**src/rtl/sprite_compositor.sv**
```systemverilog
// sprite_compositor: priority-composites NUM_SPRITES rectangles into an RRRGGGBB pixel and flags per-frame player collisions
// Ports: i_clk/i_rst (sync, active high); i_pix_stb advances the 2-stage pipeline; i_animate closes a frame;
//   i_blank/i_x/i_y describe the current pixel; i_rects {y2,y1,x2,x1} per sprite, i_colors, i_enable per sprite;
//   o_color/o_valid composited pixel; o_collide/o_collide_cnt collision result and saturating frame count.
// Optional: define SPRITE_BORDER_EN to draw the inner edge of the winning sprite in BORDER_COLOR.
module sprite_compositor #(
  parameter int NUM_SPRITES = 4,
  parameter int COORD_W = 12,
  parameter int COLOR_W = 8,
  parameter int CNT_W = 8,
  parameter logic [COLOR_W-1:0] BG_COLOR = '0,
  parameter logic [NUM_SPRITES-1:0] COLLIDE_MASK = ~NUM_SPRITES'(1)
`ifdef SPRITE_BORDER_EN
  ,
  parameter logic [COLOR_W-1:0] BORDER_COLOR = '1
`endif
) (
  input  logic                           i_clk,
  input  logic                           i_rst,
  input  logic                           i_pix_stb,
  input  logic                           i_animate,
  input  logic                           i_blank,
  input  logic [9:0]                     i_x,
  input  logic [8:0]                     i_y,
  input  logic [NUM_SPRITES*4*COORD_W-1:0] i_rects,
  input  logic [NUM_SPRITES*COLOR_W-1:0] i_colors,
  input  logic [NUM_SPRITES-1:0]         i_enable,
  output logic [COLOR_W-1:0]             o_color,
  output logic                           o_valid,
  output logic                           o_collide,
  output logic [CNT_W-1:0]               o_collide_cnt
);
  logic signed [COORD_W-1:0] px, py, x1, x2, y1, y2;
  logic [NUM_SPRITES-1:0] cov, hit_d, hit_q;
  logic blank_d, blank_q, valid_d, valid_q, sticky_d, sticky_q, collide_d, collide_q, coll, frame_hit;
  logic [COLOR_W-1:0] win_col, color_d, color_q;
  logic [CNT_W-1:0] cnt_d, cnt_q;
`ifdef SPRITE_BORDER_EN
  logic bord, edge_d, edge_q;
`endif
  always_comb begin
    px = $signed(COORD_W'(i_x));
    py = $signed(COORD_W'(i_y));
    x1 = '0;
    x2 = '0;
    y1 = '0;
    y2 = '0;
    cov = '0;
`ifdef SPRITE_BORDER_EN
    bord = 1'b0;
`endif
    // Walk from highest index down so the lowest covering index is the last writer.
    for (int k = NUM_SPRITES - 1; k >= 0; k--) begin
      x1 = $signed(i_rects[k*4*COORD_W +: COORD_W]);
      x2 = $signed(i_rects[k*4*COORD_W + COORD_W +: COORD_W]);
      y1 = $signed(i_rects[k*4*COORD_W + 2*COORD_W +: COORD_W]);
      y2 = $signed(i_rects[k*4*COORD_W + 3*COORD_W +: COORD_W]);
      cov[k] = i_enable[k] && px > x1 && px < x2 && py > y1 && py < y2;
`ifdef SPRITE_BORDER_EN
      if (cov[k])
        bord = (px - x1 == COORD_W'(1)) || (x2 - px == COORD_W'(1)) ||
               (py - y1 == COORD_W'(1)) || (y2 - py == COORD_W'(1));
`endif
    end
    win_col = BG_COLOR;
    for (int k = NUM_SPRITES - 1; k >= 0; k--)
      if (hit_q[k]) win_col = i_colors[k*COLOR_W +: COLOR_W];
`ifdef SPRITE_BORDER_EN
    if (edge_q && |hit_q) win_col = BORDER_COLOR;
`endif
    // Bit 0 is always excluded so the player can never collide with itself.
    coll = i_pix_stb && hit_q[0] && |(hit_q & COLLIDE_MASK & ~NUM_SPRITES'(1)) && !blank_q;
    frame_hit = sticky_q || coll;
    hit_d = i_pix_stb ? cov : hit_q;
    blank_d = i_pix_stb ? i_blank : blank_q;
`ifdef SPRITE_BORDER_EN
    edge_d = i_pix_stb ? bord : edge_q;
`endif
    color_d = !i_pix_stb ? color_q : blank_q ? '0 : win_col;
    valid_d = i_pix_stb;
    sticky_d = !i_animate && frame_hit;
    collide_d = i_animate ? frame_hit : collide_q;
    cnt_d = (i_animate && frame_hit && !(&cnt_q)) ? cnt_q + 1'b1 : cnt_q;
  end
  always_ff @(posedge i_clk) begin
    if (i_rst) begin
      hit_q <= '0;
      blank_q <= 1'b0;
`ifdef SPRITE_BORDER_EN
      edge_q <= 1'b0;
`endif
      color_q <= BG_COLOR;
      valid_q <= 1'b0;
      sticky_q <= 1'b0;
      collide_q <= 1'b0;
      cnt_q <= '0;
    end else begin
      hit_q <= hit_d;
      blank_q <= blank_d;
`ifdef SPRITE_BORDER_EN
      edge_q <= edge_d;
`endif
      color_q <= color_d;
      valid_q <= valid_d;
      sticky_q <= sticky_d;
      collide_q <= collide_d;
      cnt_q <= cnt_d;
    end
  end
  assign o_color = color_q;
  assign o_valid = valid_q;
  assign o_collide = collide_q;
  assign o_collide_cnt = cnt_q;
endmodule

```
**config.mk**
```make
export PLATFORM = sky130hd
export DESIGN_NAME = sprite_compositor
export DESIGN_NICKNAME = d
export VERILOG_FILES = /design/src/rtl/sprite_compositor.sv
export SDC_FILE = /design/constraint.sdc
export NUM_CORES = 1
export LEC_CHECK = 0
export ABC_AREA = 0
export BUFFER_PORTS_ARGS = -buffer_cell sky130_fd_sc_hd__buf_4
export CAP_MARGIN = 0
export CORE_MARGIN = 2
export CORE_UTILIZATION = 42
export DETAILED_ROUTE_END_ITERATION = 6
export PLACE_DENSITY = 0.88
export SKIP_LAST_GASP = 1
export SYNTH_ARGS = -nofsm -noshare
export SYNTH_HDL_FRONTEND = slang
export SYNTH_SLANG_ARGS = --single-unit
```
**constraint.sdc**
```tcl
create_clock -name i_clk -period 2.4 [get_ports i_clk]
set_input_delay 0.72 -clock i_clk [delete_from_list [all_inputs] [get_ports i_clk]]
set_output_delay 0.72 -clock i_clk [all_outputs]
set_load 0.01 [all_outputs]
```
# Word level (Yosys, flattened, before mapping)
# Cells that the tools add are included.
[totals] in_bits=252 out_inout_bits=18 ff_bits=24
[classes] reduce_logical=28 n_lt_le_gt_ge=16 n_addsub=1 mux=5
[op_table] operator="> comparator 10 x 12 -> 1 bit" n=4
[op_table] operator="> comparator 11 x 12 -> 1 bit" n=4
[op_table] operator="< comparator 10 x 12 -> 1 bit" n=4
[op_table] operator="< comparator 11 x 12 -> 1 bit" n=4
[op_table] operator="2-to-1 mux 8 bit" n=5
[op_table] operator="logical AND 1 bit" n=22
[op_table] operator="adder 8 x 1 -> 8 bit, second input constant" n=1
[op_table] operator="AND reduction 8 bit" n=1
[op_table] operator="logical NOT 1 bit" n=3
[op_table] operator="OR reduction 3 bit" n=1
[op_table] operator="logical OR 1 bit" n=1

# Logic depth before layout (Yosys ltp)
# Gate-level depths: netlist of the first run.
[depth] ltp_word=6 depth_mapped=8 ltp_nobuf=8

# Least setup slack after synthesis of the first run
# OpenSTA, ideal clock, no wires.
[synth_path] kind="in2reg" from="input i_rects[123]" to="register hit_q[2]" path_stages=7 setup_slack_ps=131 t_arrival_ps=2152 cell_sequence="inv_1 > ha_1 > a2111oi_2 > o21ai_1 > a2111oi_2 > nor4_1 > a32o_1"
[synth_via] elab_chain_len=3
[synth_lines] item="start, declared" line="25" rtl="input logic [NUM_SPRITES*4*COORD_W-1:0] i_rects,"
[synth_lines] item="> comparator 10 x 12 -> 1 bit" line="58" rtl="cov[k] = i_enable[k] && px > x1 && px < x2 && py > y1 && py < y2;"
[synth_lines] item="logical AND 1 bit (2 in a row)" line="58"
[synth_lines] item="end signal, assigned" line="98" rtl="hit_q <= hit_d;"
[synth_lines] item="end, declared" line="34" rtl="logic [NUM_SPRITES-1:0] cov, hit_d, hit_q;"
# Every way passes these cells.
# A chain may end at the register's enable or synchronous reset.

# Worst setup path after layout of the first run
[layout_path] from="input i_x[7]" to="register hit_q[0]"
[layout_via] elab_chain_len=5
[layout_lines] item="start, declared" line="23" rtl="input logic [9:0] i_x,"
[layout_lines] item="> comparator 11 x 12 -> 1 bit" line="58"
[layout_lines] item="logical AND 1 bit" line="58"
[layout_lines] item="logical AND 1 bit * (3 in a row)" line="58"
# Mark *: on every way between the ends. The rest lies on a longest branch, timed or not.

==> results.sh, run 1 <==
export IMPL_status="finished clean"
export IMPL_p_per_area_nw_per_um2=253.3
export IMPL_ctsRootBufferMaster="clkbuf_16"
export IMPL_tightest_slew_ns=0.6584
export IMPL_timing_fmax_mhz=432.6
export IMPL_grtUsageMet1_pct=34.12
export IMPL_grt_pass1_vias=6050
export IMPL_synth_simple_area_share_pct=17.31
export IMPL_layout_nets=1366
export IMPL_period_needed_ns=2.312
export IMPL_synth_mux_area_share_pct=0.2018
export IMPL_firstDrtPassIters=4
export IMPL_final_layout_size_suffix_gt1_share_pct=33.68
export IMPL_r2r_cells=7
export IMPL_grt_met2_usage_pct=48.70
export IMPL_vias=5868
export IMPL_setup_violations_final=0
export IMPL_rows=39
export IMPL_track_usage_pct=27.71
export IMPL_synth_xor_area_share_pct=1.236
export IMPL_p_switching_uw=615.2
export IMPL_synth_area_per_cell_sq_um=7.515
export IMPL_crit_buf_inv=3
export IMPL_grt_setup_unrepaired="true"
export IMPL_critPathKind="in -> reg"
export IMPL_postCtsHoldBufs=0
export IMPL_hold_class="reg -> reg"
export IMPL_die_h_um=112.7
export IMPL_fp_dieArea_sq_um=12690
export IMPL_leakage_nw=4.253
export IMPL_drt_initial_drc_count=385
export IMPL_clk_pin_slew_ns=0.06
export IMPL_max_cap_viol_count=0
export IMPL_gp_congestion=0.9285
export IMPL_final_util_pct=66.26
export IMPL_switching_share_pct=31.96
export IMPL_clock_sinks=24
export IMPL_path_max_fanout=7
export IMPL_cp_slowest_stage_delay_ns=0.41
export IMPL_routed_via_density=5.282
export IMPL_crit_cells=8
export IMPL_crit_arrival_ns=2.47
export IMPL_async_flop_share_pct=0
export IMPL_holdWs_ns=0.4983
export IMPL_synth_area_leader_cell="ha_1"
export IMPL_cts_buffer_depth=2
export IMPL_ys_top_cells_by_area="ha_1, inv_1, dfxtp_1"
export IMPL_crit_family="compound AO/OA/AOI/OAI gates"
export IMPL_seqPwrFrac_pct=21.1
export IMPL_synth_warnings=0
export IMPL_wl_per_cell_um=16.23
export IMPL_ys_seq_elements=24
export IMPL_yosysSeqAreaShare_pct=9.687
export IMPL_comb_power_share_pct=54.2
export IMPL_initial_utilization_pct=43.25
export IMPL_htreeDepth=1
export IMPL_r2r_setup_slack_ns=0.62
export IMPL_hold_depth=1
export IMPL_critPathRequiredTime_ns=2.56
export IMPL_cts_setup_buffers=0
export IMPL_cts_tree="done"
export IMPL_synth_adder_area_share_pct=36.58
export IMPL_cp_slowest_cell="a2111oi_1"
export IMPL_synth_top_cell_area_share_pct=36.58
export IMPL_slew_violations=0
export IMPL_antennaDiodeCount=0
export IMPL_dp_hpwl_mm=15.99
export IMPL_cp_start_kind="input pin"
export IMPL_clockPowerShare_pct=24.7
export IMPL_path_cells="buf_4 -> ha_1 -> nand4_1 -> o311a_1 -> a2111oi_1 -> buf_4 -> o31ai_1 -> buf_4"
export IMPL_min_period_over_period_pct=96.32
export IMPL_ir_drop_mv=0.2693
export IMPL_finalHoldViolCount=0
export IMPL_synthCells=660
export IMPL_syn_nets=1057
export IMPL_numCtsBuffers=3
export IMPL_area_delta_synth_final_pct=53.20
export IMPL_grt_ovfl_total=0
export IMPL_core_area_sq_um=11470
export IMPL_internal_power_mw=1.309
export IMPL_relSlewSlack_pct=56.01
export IMPL_synth_top_family_by_area="adder cells"
export IMPL_grt_pass1_wl_mm=28.61
export IMPL_grt_start_max_net_pins=21
export IMPL_synth_cell_types=44
export IMPL_io_pins=270
export IMPL_ys_flop_type="dfxtp_1"
export IMPL_critPathMostFrequentCell="buf_4"
export IMPL_clock_latency_ns=0.26
export IMPL_synth_area_sq_um=4960
export IMPL_wirelength_mm=18.03
export IMPL_grt_busiest_layer="met2"
export IMPL_synth_compound_area_share_pct=22.98
export IMPL_synth_edf_count=0
export IMPL_drc_errors=0
export IMPL_antenna_found_initial=0
export IMPL_dieWidth_um=112.7
export IMPL_critPathCaptureType="register"
export IMPL_io_buffer_count=269
export IMPL_ant_nets=0
export IMPL_cts_resized=0
export IMPL_grt_use_met3_pct=4.752
export IMPL_finClkSkew_ns=0.002156
routing by layer:
metal	routed length [um]	vias up
li1	-	2968
met1	7324	2602
met2	8598	249
met3	1424	49
met4	679	0
met5	0	-
cells in the final DEF (no fill, tap or decap), types with 12 or more instances in the layout:
| cell | count |
|---|---|
| dfxtp_1 | 24 |
| a21o_1 | 13 |
| nor2_1 | 33 |
| o21ai_0 | 26 |
| nor2b_1 | 24 |
| a21oi_1 | 45 |
| nand4_1 | 21 |
| ha_1 | 145 |
| inv_1 | 149 |
| nand3_1 | 18 |
| buf_4 | 311 |
| a211oi_1 | 12 |
| nand2_1 | 26 |
area by class of cell:
cell class / instances / area [sq um]
fill: 992 / 3869
sequential: 24 / 480.5
multi-input combinational: 478 / 3900
timing repair buffer: 313 / 2375
tap: 143 / 178.9
inverter: 149 / 559.3
clock buffer: 3 / 75.07
clock inverter: 1 / 30.03
cells by family after synthesis:
group,after synthesis
AND/OR/NAND/NOR,161
AO/OA/AOI/OAI,164
flip-flops,24
multiplexers,1
buffers and inverters,158
XOR/XNOR,7
adder cells (fa/ha/maj),145
state kept, by name (all words and copies together) (netlist names):
register and flops:
o_color 8, o_collide 1, sticky_q 1, o_valid 1, blank_q 1, o_collide_cnt 8, hit_q 4
power groups by stage:
| stage | combinational, mW | clock (mW) | sequential [mW] |
|---|---|---|---|
| detailed placement | 1.03 | 0 | 0.414 |
| global route | 1.17 | 0.499 | 0.406 |
| global placement | 0.993 | 0 | 0.414 |
| finish | 1.04 | 0.476 | 0.405 |
| CTS | 1.03 | 0.486 | 0.405 |
| floorplan | 0.451 | 0 | 0.415 |
worst register-to-register path: cells and delay by family, from the launching register on:
kind | cells | cell delay (ns)
AND/OR/NAND/NOR | 4 | 0.49
flip-flops | 1 | 0.40
AO/OA/AOI/OAI | 1 | 0.38
adder cells (fa/ha/maj) | 1 | 0.24
XOR/XNOR | 1 | 0.16
through the flow:
| step | TNS, ns | area (sq um) | std cells | total power [mW] | worst slack [ns] |
|---|---|---|---|---|---|
| 6_report | 0 | 7599 | 1111 | 1.925 | 0.08832 |
| 5_1_grt | -0.005749 | 7599 | 1111 | 2.073 | -0.005749 |
| 4_1_cts | 0 | 7582 | 1111 | 1.922 | 0.05997 |
| 3_5_place_dp | -0.7174 | 7477 | 1107 | 1.441 | -0.1930 |
| 3_3_place_gp | -0.5725 | 7477 | 1107 | 1.408 | -0.1804 |
| 2_1_floorplan | 0 | 4960 | 660 | 0.8658 | 0.1308 |
final timing paths:
| check | startpoint | to |
|---|---|---|
| setup reg to reg | o_collide_cnt[0]$_SDFFE_PP0P_ | o_collide_cnt[6]$_SDFFE_PP0P_ |
| hold reg to reg | hit_q[3]$_SDFFE_PP0P_ | hit_q[3]$_SDFFE_PP0P_ |
| hold / removal | hit_q[3]$_SDFFE_PP0P_ | hit_q[3]$_SDFFE_PP0P_ |
| setup / recovery | i_x[7] | hit_q[0]$_SDFFE_PP0P_ |
synth_stat cells (2+ instances only):
cell and n:
nand3_1 18, nor4_1 9, xor2_1 4, nand2_1 26, a21oi_1 45, dfxtp_1 24
o21ai_1 2, xnor2_1 3, nor4b_1 3, nor3_1 8, a221oi_1 10, nor2_1 33
o211ai_1 4, o2111ai_1 5, a32o_1 2, and3_1 3, nand4_1 21, a2111oi_0 6
a211oi_1 12, o21bai_1 4, a21o_1 13, a2111oi_2 6, o21ai_0 28, nor2b_1 24
inv_1 149, a21boi_0 3, buf_2 2, o311a_1 3, o21a_1 5, clkbuf_1 7
a31oi_1 3, nand2b_1 8, ha_1 145, o31ai_1 10, or4_1 3
No activity file was read; power rests on OpenSTA's default activity.
==> inputs of run 2 (changes only) <==
--- a/config.mk
+++ b/config.mk
@@ -12,6 +12,7 @@
 export CORE_UTILIZATION = 42
 export DETAILED_ROUTE_END_ITERATION = 6
 export PLACE_DENSITY = 0.88
+export RECOVER_POWER = 25
 export SKIP_LAST_GASP = 1
 export SYNTH_ARGS = -nofsm -noshare
 export SYNTH_HDL_FRONTEND = slang
==> run 2 against run 1 <==
Compared with the run above: combinational power barely moved; maximum frequency rose by 0.14%; first-iteration DRC count rose by 1.0%; die area did not move; clock-buffer cell count did not move; final area fell by 0.54%; wire length barely moved; critical path type unchanged; critical endpoint unchanged.
==> results.sh, run 2 (synthesis results as in run 1) <==
export IMPL_wirelength_mm=18.04
export IMPL_die_h_um=112.7
export IMPL_holdWs_ns=0.4983
export IMPL_status="finished clean"
export IMPL_final_util_pct=65.90
export IMPL_routed_via_density=5.276
export IMPL_io_buffer_count=269
export IMPL_clock_sinks=24
export IMPL_finClkSkew_ns=0.002296
export IMPL_cp_slowest_cell="a2111oi_1"
export IMPL_crit_family="compound AO/OA/AOI/OAI gates"
export IMPL_numCtsBuffers=3
export IMPL_grt_pass1_vias=6050
export IMPL_critPathRequiredTime_ns=2.56
export IMPL_leakage_nw=4.221
export IMPL_postLayoutCellArea_sq_um=7557
export IMPL_firstDrtPassIters=4
export IMPL_critPathMostFrequentCell="buf_4"
export IMPL_vias=5862
export IMPL_antennaDiodeCount=0
export IMPL_gp_congestion=0.9285
export IMPL_total_power_mw=1.923
export IMPL_layout_nets=1366
export IMPL_setup_violations_final=0
export IMPL_htreeDepth=1
export IMPL_ctsRootBufferMaster="clkbuf_16"
export IMPL_ant_nets=0
export IMPL_slew_violations=0
export IMPL_clk_pin_slew_ns=0.06
export IMPL_grt_ovfl_total=0
export IMPL_cts_tree="done"
export IMPL_cp_start_kind="input pin"
export IMPL_drt_initial_drc_count=389
export IMPL_wl_per_cell_um=16.23
export IMPL_crit_buf_inv=3
export IMPL_timing_fmax_mhz=433.2
export IMPL_initial_utilization_pct=43.25
export IMPL_min_period_over_period_pct=96.18
export IMPL_area_delta_synth_final_pct=52.37
export IMPL_max_cap_viol_count=0
export IMPL_fp_dieArea_sq_um=12690
export IMPL_drc_errors=0
export IMPL_mostFrequentLayoutCell="buf_4"
export IMPL_rows=39
export IMPL_path_cells="buf_4 -> ha_1 -> nand4_1 -> o311a_1 -> a2111oi_1 -> buf_4 -> o31ai_1 -> buf_4"
export IMPL_core_area_sq_um=11470
export IMPL_io_pins=270
export IMPL_tightest_slew_ns=0.6343
export IMPL_grt_start_max_net_pins=21
export IMPL_relSlewSlack_pct=57.63
export IMPL_hold_class="reg -> reg"
export IMPL_track_usage_pct=27.71
export IMPL_period_needed_ns=2.308
export IMPL_p_per_area_nw_per_um2=254.4
export IMPL_place_ws_ns=-0.1930
export IMPL_final_layout_size_suffix_gt1_share_pct=32.85
export IMPL_clock_latency_ns=0.26
export IMPL_crit_arrival_ns=2.47
export IMPL_grt_pass1_wl_mm=28.61
export IMPL_critPathKind="in -> reg"
export IMPL_finalHoldViolCount=0
export IMPL_path_max_fanout=7
export IMPL_critPathCaptureType="register"
export IMPL_ir_drop_mv=0.2688
export IMPL_cp_slowest_stage_delay_ns=0.41
export IMPL_finalWorstSetupSlack_ns=0.09165
export IMPL_antenna_found_initial=0
export IMPL_grt_setup_unrepaired="true"
export IMPL_placed_cell_area_sq_um=7477
export IMPL_cts_buffer_depth=2
export IMPL_mostFrequentLayoutCells="buf_4, inv_1, ha_1"
export IMPL_dp_hpwl_mm=15.99
export IMPL_dieWidth_um=112.7
==> run 2: layout make-up <==
| class | instances | area, sq um |
|---|---|---|
| tap | 143 | 178.9 |
| fill | 1003 | 3910 |
| clock buffer | 3 | 75.07 |
| clock inverter | 1 | 30.03 |
| timing repair buffer | 313 | 2349 |
| inverter | 149 | 559.3 |
| multi-input combinational | 478 | 3885 |
| sequential | 24 | 480.5 |
==> run 2: final timing paths <==
| kind | startpoint | endpoint | slack, ns | cells past startpoint |
|---|---|---|---|---|
| min | hit_q[3]$_SDFFE_PP0P_ | hit_q[3]$_SDFFE_PP0P_ | 0.50 | 1 |
| max reg2reg | hit_q[2]$_SDFFE_PP0P_ | o_collide_cnt[6]$_SDFFE_PP0P_ | 0.37 | 6 |
| max | i_x[7] | hit_q[0]$_SDFFE_PP0P_ | 0.09 | 8 |
| min reg2reg | hit_q[3]$_SDFFE_PP0P_ | hit_q[3]$_SDFFE_PP0P_ | 0.50 | 1 |
==> run 2: routing by layer <==
metal	up-vias	routed length [um]	GRT usage, %
met1	2600	7366	34.12
li1	2969	-	-
met5	-	0	0
met2	246	8591	48.70
met4	0	682	9.350
met3	47	1396	4.752
==> run 2: repair_timing <==
item | in CTS | in global routing
setup buffers | 0 | 0
hold buffers | 0 | 0
setup endpoints to repair | 0 | 4
gates resized for setup | 0 | 6
hold endpoints to repair | 0 | 0
==> run 2: metrics by stage <==
step / instances / setup TNS (ns)
2_1_floorplan: 660 / 0
3_3_place_gp: 1107 / -0.5725
3_5_place_dp: 1107 / -0.7174
4_1_cts: 1111 / 0
5_1_grt: 1111 / -0.005749
6_report: 1111 / 0
==> run 2: power breakdown <==
| part | switching (mW) | internal [mW] | leakage [nW] |
|---|---|---|---|
| combinational | 0.467 | 0.574 | 3.98 |
| sequential | 0.00240 | 0.403 | 0.194 |
| clock | 0.145 | 0.331 | 0.0511 |
| total | 0.614 | 1.31 | 4.22 |
==> inputs of run 3 (changes only) <==
==> constraint.sdc (replaced) <==
create_clock -name i_clk -period 2.05 [get_ports i_clk]
set_input_delay 0.615 -clock i_clk [delete_from_list [all_inputs] [get_ports i_clk]]
set_output_delay 0.615 -clock i_clk [all_outputs]
set_load 0.01 [all_outputs]
==> run 3 against run 2 <==
Compared with the run above: the run now ends with negative setup slack left; sequential power up 17%; power grew 28%; cell count rose by 1.6%; sequential share of layout area is 0.56 points lower; die area unchanged; wire length up 9.6%; clock-buffer cell count unchanged; critical endpoint is now hit_q[2]$_SDFFE_PP0P_; largest cell class unchanged; highest routed layer unchanged.
==> results.sh, run 3 (synthesis results as in run 1) <==
export IMPL_tightest_slew_ns=0.5945
export IMPL_wl_per_cell_um=17.51
export IMPL_internal_power_mw=1.632
export IMPL_n_fill_cell=853
export IMPL_initial_utilization_pct=43.25
export IMPL_finalWorstSetupSlack_ns=-0.0002434
export IMPL_routed_via_density=5.418
export IMPL_clock_latency_ns=0.26
export IMPL_mostFrequentLayoutCell="buf_4"
export IMPL_setup_violations_final=1
export IMPL_tns_ns=-0.0002434
export IMPL_critPathCaptureType="register"
export IMPL_track_usage_pct=28.47
export IMPL_grt_start_max_net_pins=21
export IMPL_io_buffer_count=269
export IMPL_clk_pin_slew_ns=0.06
export IMPL_highest_layer="met4"
export IMPL_final_layout_size_suffix_gt1_share_pct=39.96
export IMPL_ir_drop_mv=0.3668
export IMPL_ant_nets=0
export IMPL_ctsRootBufferMaster="clkbuf_16"
export IMPL_holdWs_ns=0.4958
export IMPL_critPathKind="in -> reg"
export IMPL_gp_congestion=0.9029
export IMPL_leakage_nw=4.351
export IMPL_grt_pass1_vias=6243
export IMPL_register_area_sq_um=480.5
export IMPL_crit_arrival_ns=2.20
export IMPL_clock_sinks=24
export IMPL_cts_tree="done"
export IMPL_min_period_over_period_pct=100.0
export IMPL_firstDrtPassIters=4
export IMPL_met2_length_mm=9.819
export IMPL_cts_buffer_depth=2
export IMPL_total_power_mw=2.459
export IMPL_postCtsHoldBufs=0
export IMPL_grt_pass1_wl_mm=29.39
export IMPL_critPathRequiredTime_ns=2.20
export IMPL_routed_wl_met3_mm=1.252
export IMPL_die_h_um=112.7
export IMPL_switching_share_pct=33.62
export IMPL_timing_fmax_mhz=487.7
export IMPL_antenna_found_initial=0
export IMPL_hold_class="reg -> reg"
export IMPL_layout_nets=1384
export IMPL_clockPowerShare_pct=22.8
export IMPL_path_max_fanout=7
export IMPL_p_switching_uw=826.8
export IMPL_dp_hpwl_mm=16.19
export IMPL_finalHoldViolCount=0
export IMPL_area_delta_synth_final_pct=66.98
export IMPL_fp_dieArea_sq_um=12690
export IMPL_wirelength_mm=19.77
export IMPL_rows=39
export IMPL_mostFrequentLayoutCells="buf_4, inv_1, ha_1"
export IMPL_numCtsBuffers=3
export IMPL_drc_errors=0
export IMPL_antennaDiodeCount=0
export IMPL_vias=6117
export IMPL_grt_setup_unrepaired="true"
export IMPL_dieWidth_um=112.7
export IMPL_violations="negative setup slack"
export IMPL_multi_input_area_sq_um=4446
export IMPL_p_per_area_nw_per_um2=296.9
export IMPL_max_cap_viol_count=0
export IMPL_period_needed_ns=2.050
export IMPL_relSlewSlack_pct=60.29
export IMPL_status="finished, violations left"
export IMPL_finClkSkew_ns=0.002560
export IMPL_place_ws_ns=-0.4377
export IMPL_core_area_sq_um=11470
export IMPL_cp_start_kind="input pin"
export IMPL_comb_power_share_pct=57.9
export IMPL_io_pins=270
export IMPL_seqPwrFrac_pct=19.3
export IMPL_drt_initial_drc_count=345
export IMPL_wl_met1_mm=8.109
export IMPL_slew_violations=0
export IMPL_grt_ovfl_total=0
export IMPL_htreeDepth=1
## run 3: worst max-delay path, cell delays in order
cell and delay (ns):
buf_4 0.17, ha_4 0.27, o21a_1 0.12, nor2_1 0.05
o311a_1 0.43, nor4_4 0.21, nor4_2 0.09, a32o_1 0.26
## run 3: area by class of cell
class	count	area share, %
well taps	143	2.160
clock inverters	1	0.3626
clock buffers	3	0.9065
inverters	149	6.799
flip-flops and latches	24	5.801
repair buffers	331	30.29
multi-input cells	478	53.68
## run 3: worst paths after layout
path / startpoint / endpoint / slack (ns) / depth (start not counted)
max: i_x[2] / hit_q[2]$_SDFFE_PP0P_ / -0.0002 / 8
min: blank_q$_SDFFE_PP0P_ / blank_q$_SDFFE_PP0P_ / 0.50 / 2
max reg2reg: o_collide_cnt[0]$_SDFFE_PP0P_ / o_collide_cnt[0]$_SDFFE_PP0P_ / 0.32 / 7
min reg2reg: blank_q$_SDFFE_PP0P_ / blank_q$_SDFFE_PP0P_ / 0.50 / 2
## run 3: power groups by stage
stage	combinational [mW]	sequential, mW	clock, mW
after floorplan	0.528	0.486	0
after global placement	1.19	0.485	0
after detailed placement	1.23	0.485	0
after CTS	1.27	0.475	0.566
after global routing	1.56	0.475	0.582
final	1.42	0.475	0.560
## run 3: timing repair
| action | CTS | global route |
|---|---|---|
| pin swaps | 10 | 29 |
| gates resized for setup | 30 | 62 |
| buffers inserted | 0 | 0 |
| setup endpoints to repair | 4 | 4 |
## run 3: layer usage
layer | vias up | track usage [%]
li1 | 3010 | -
met5 | - | 0
met1 | 2814 | 34.59
met4 | 0 | 8.211
met2 | 248 | 51.46
met3 | 45 | 4.644
## run 3: stage by stage
stage	instances	instance area [sq um]	utilization, %
2_1_floorplan	660	4960	-
3_3_place_gp	1126	7607	66.34
3_5_place_dp	1126	7607	66.34
4_1_cts	1129	7845	68.41
5_1_grt	1129	8282	72.22
6_report	1129	8282	72.22
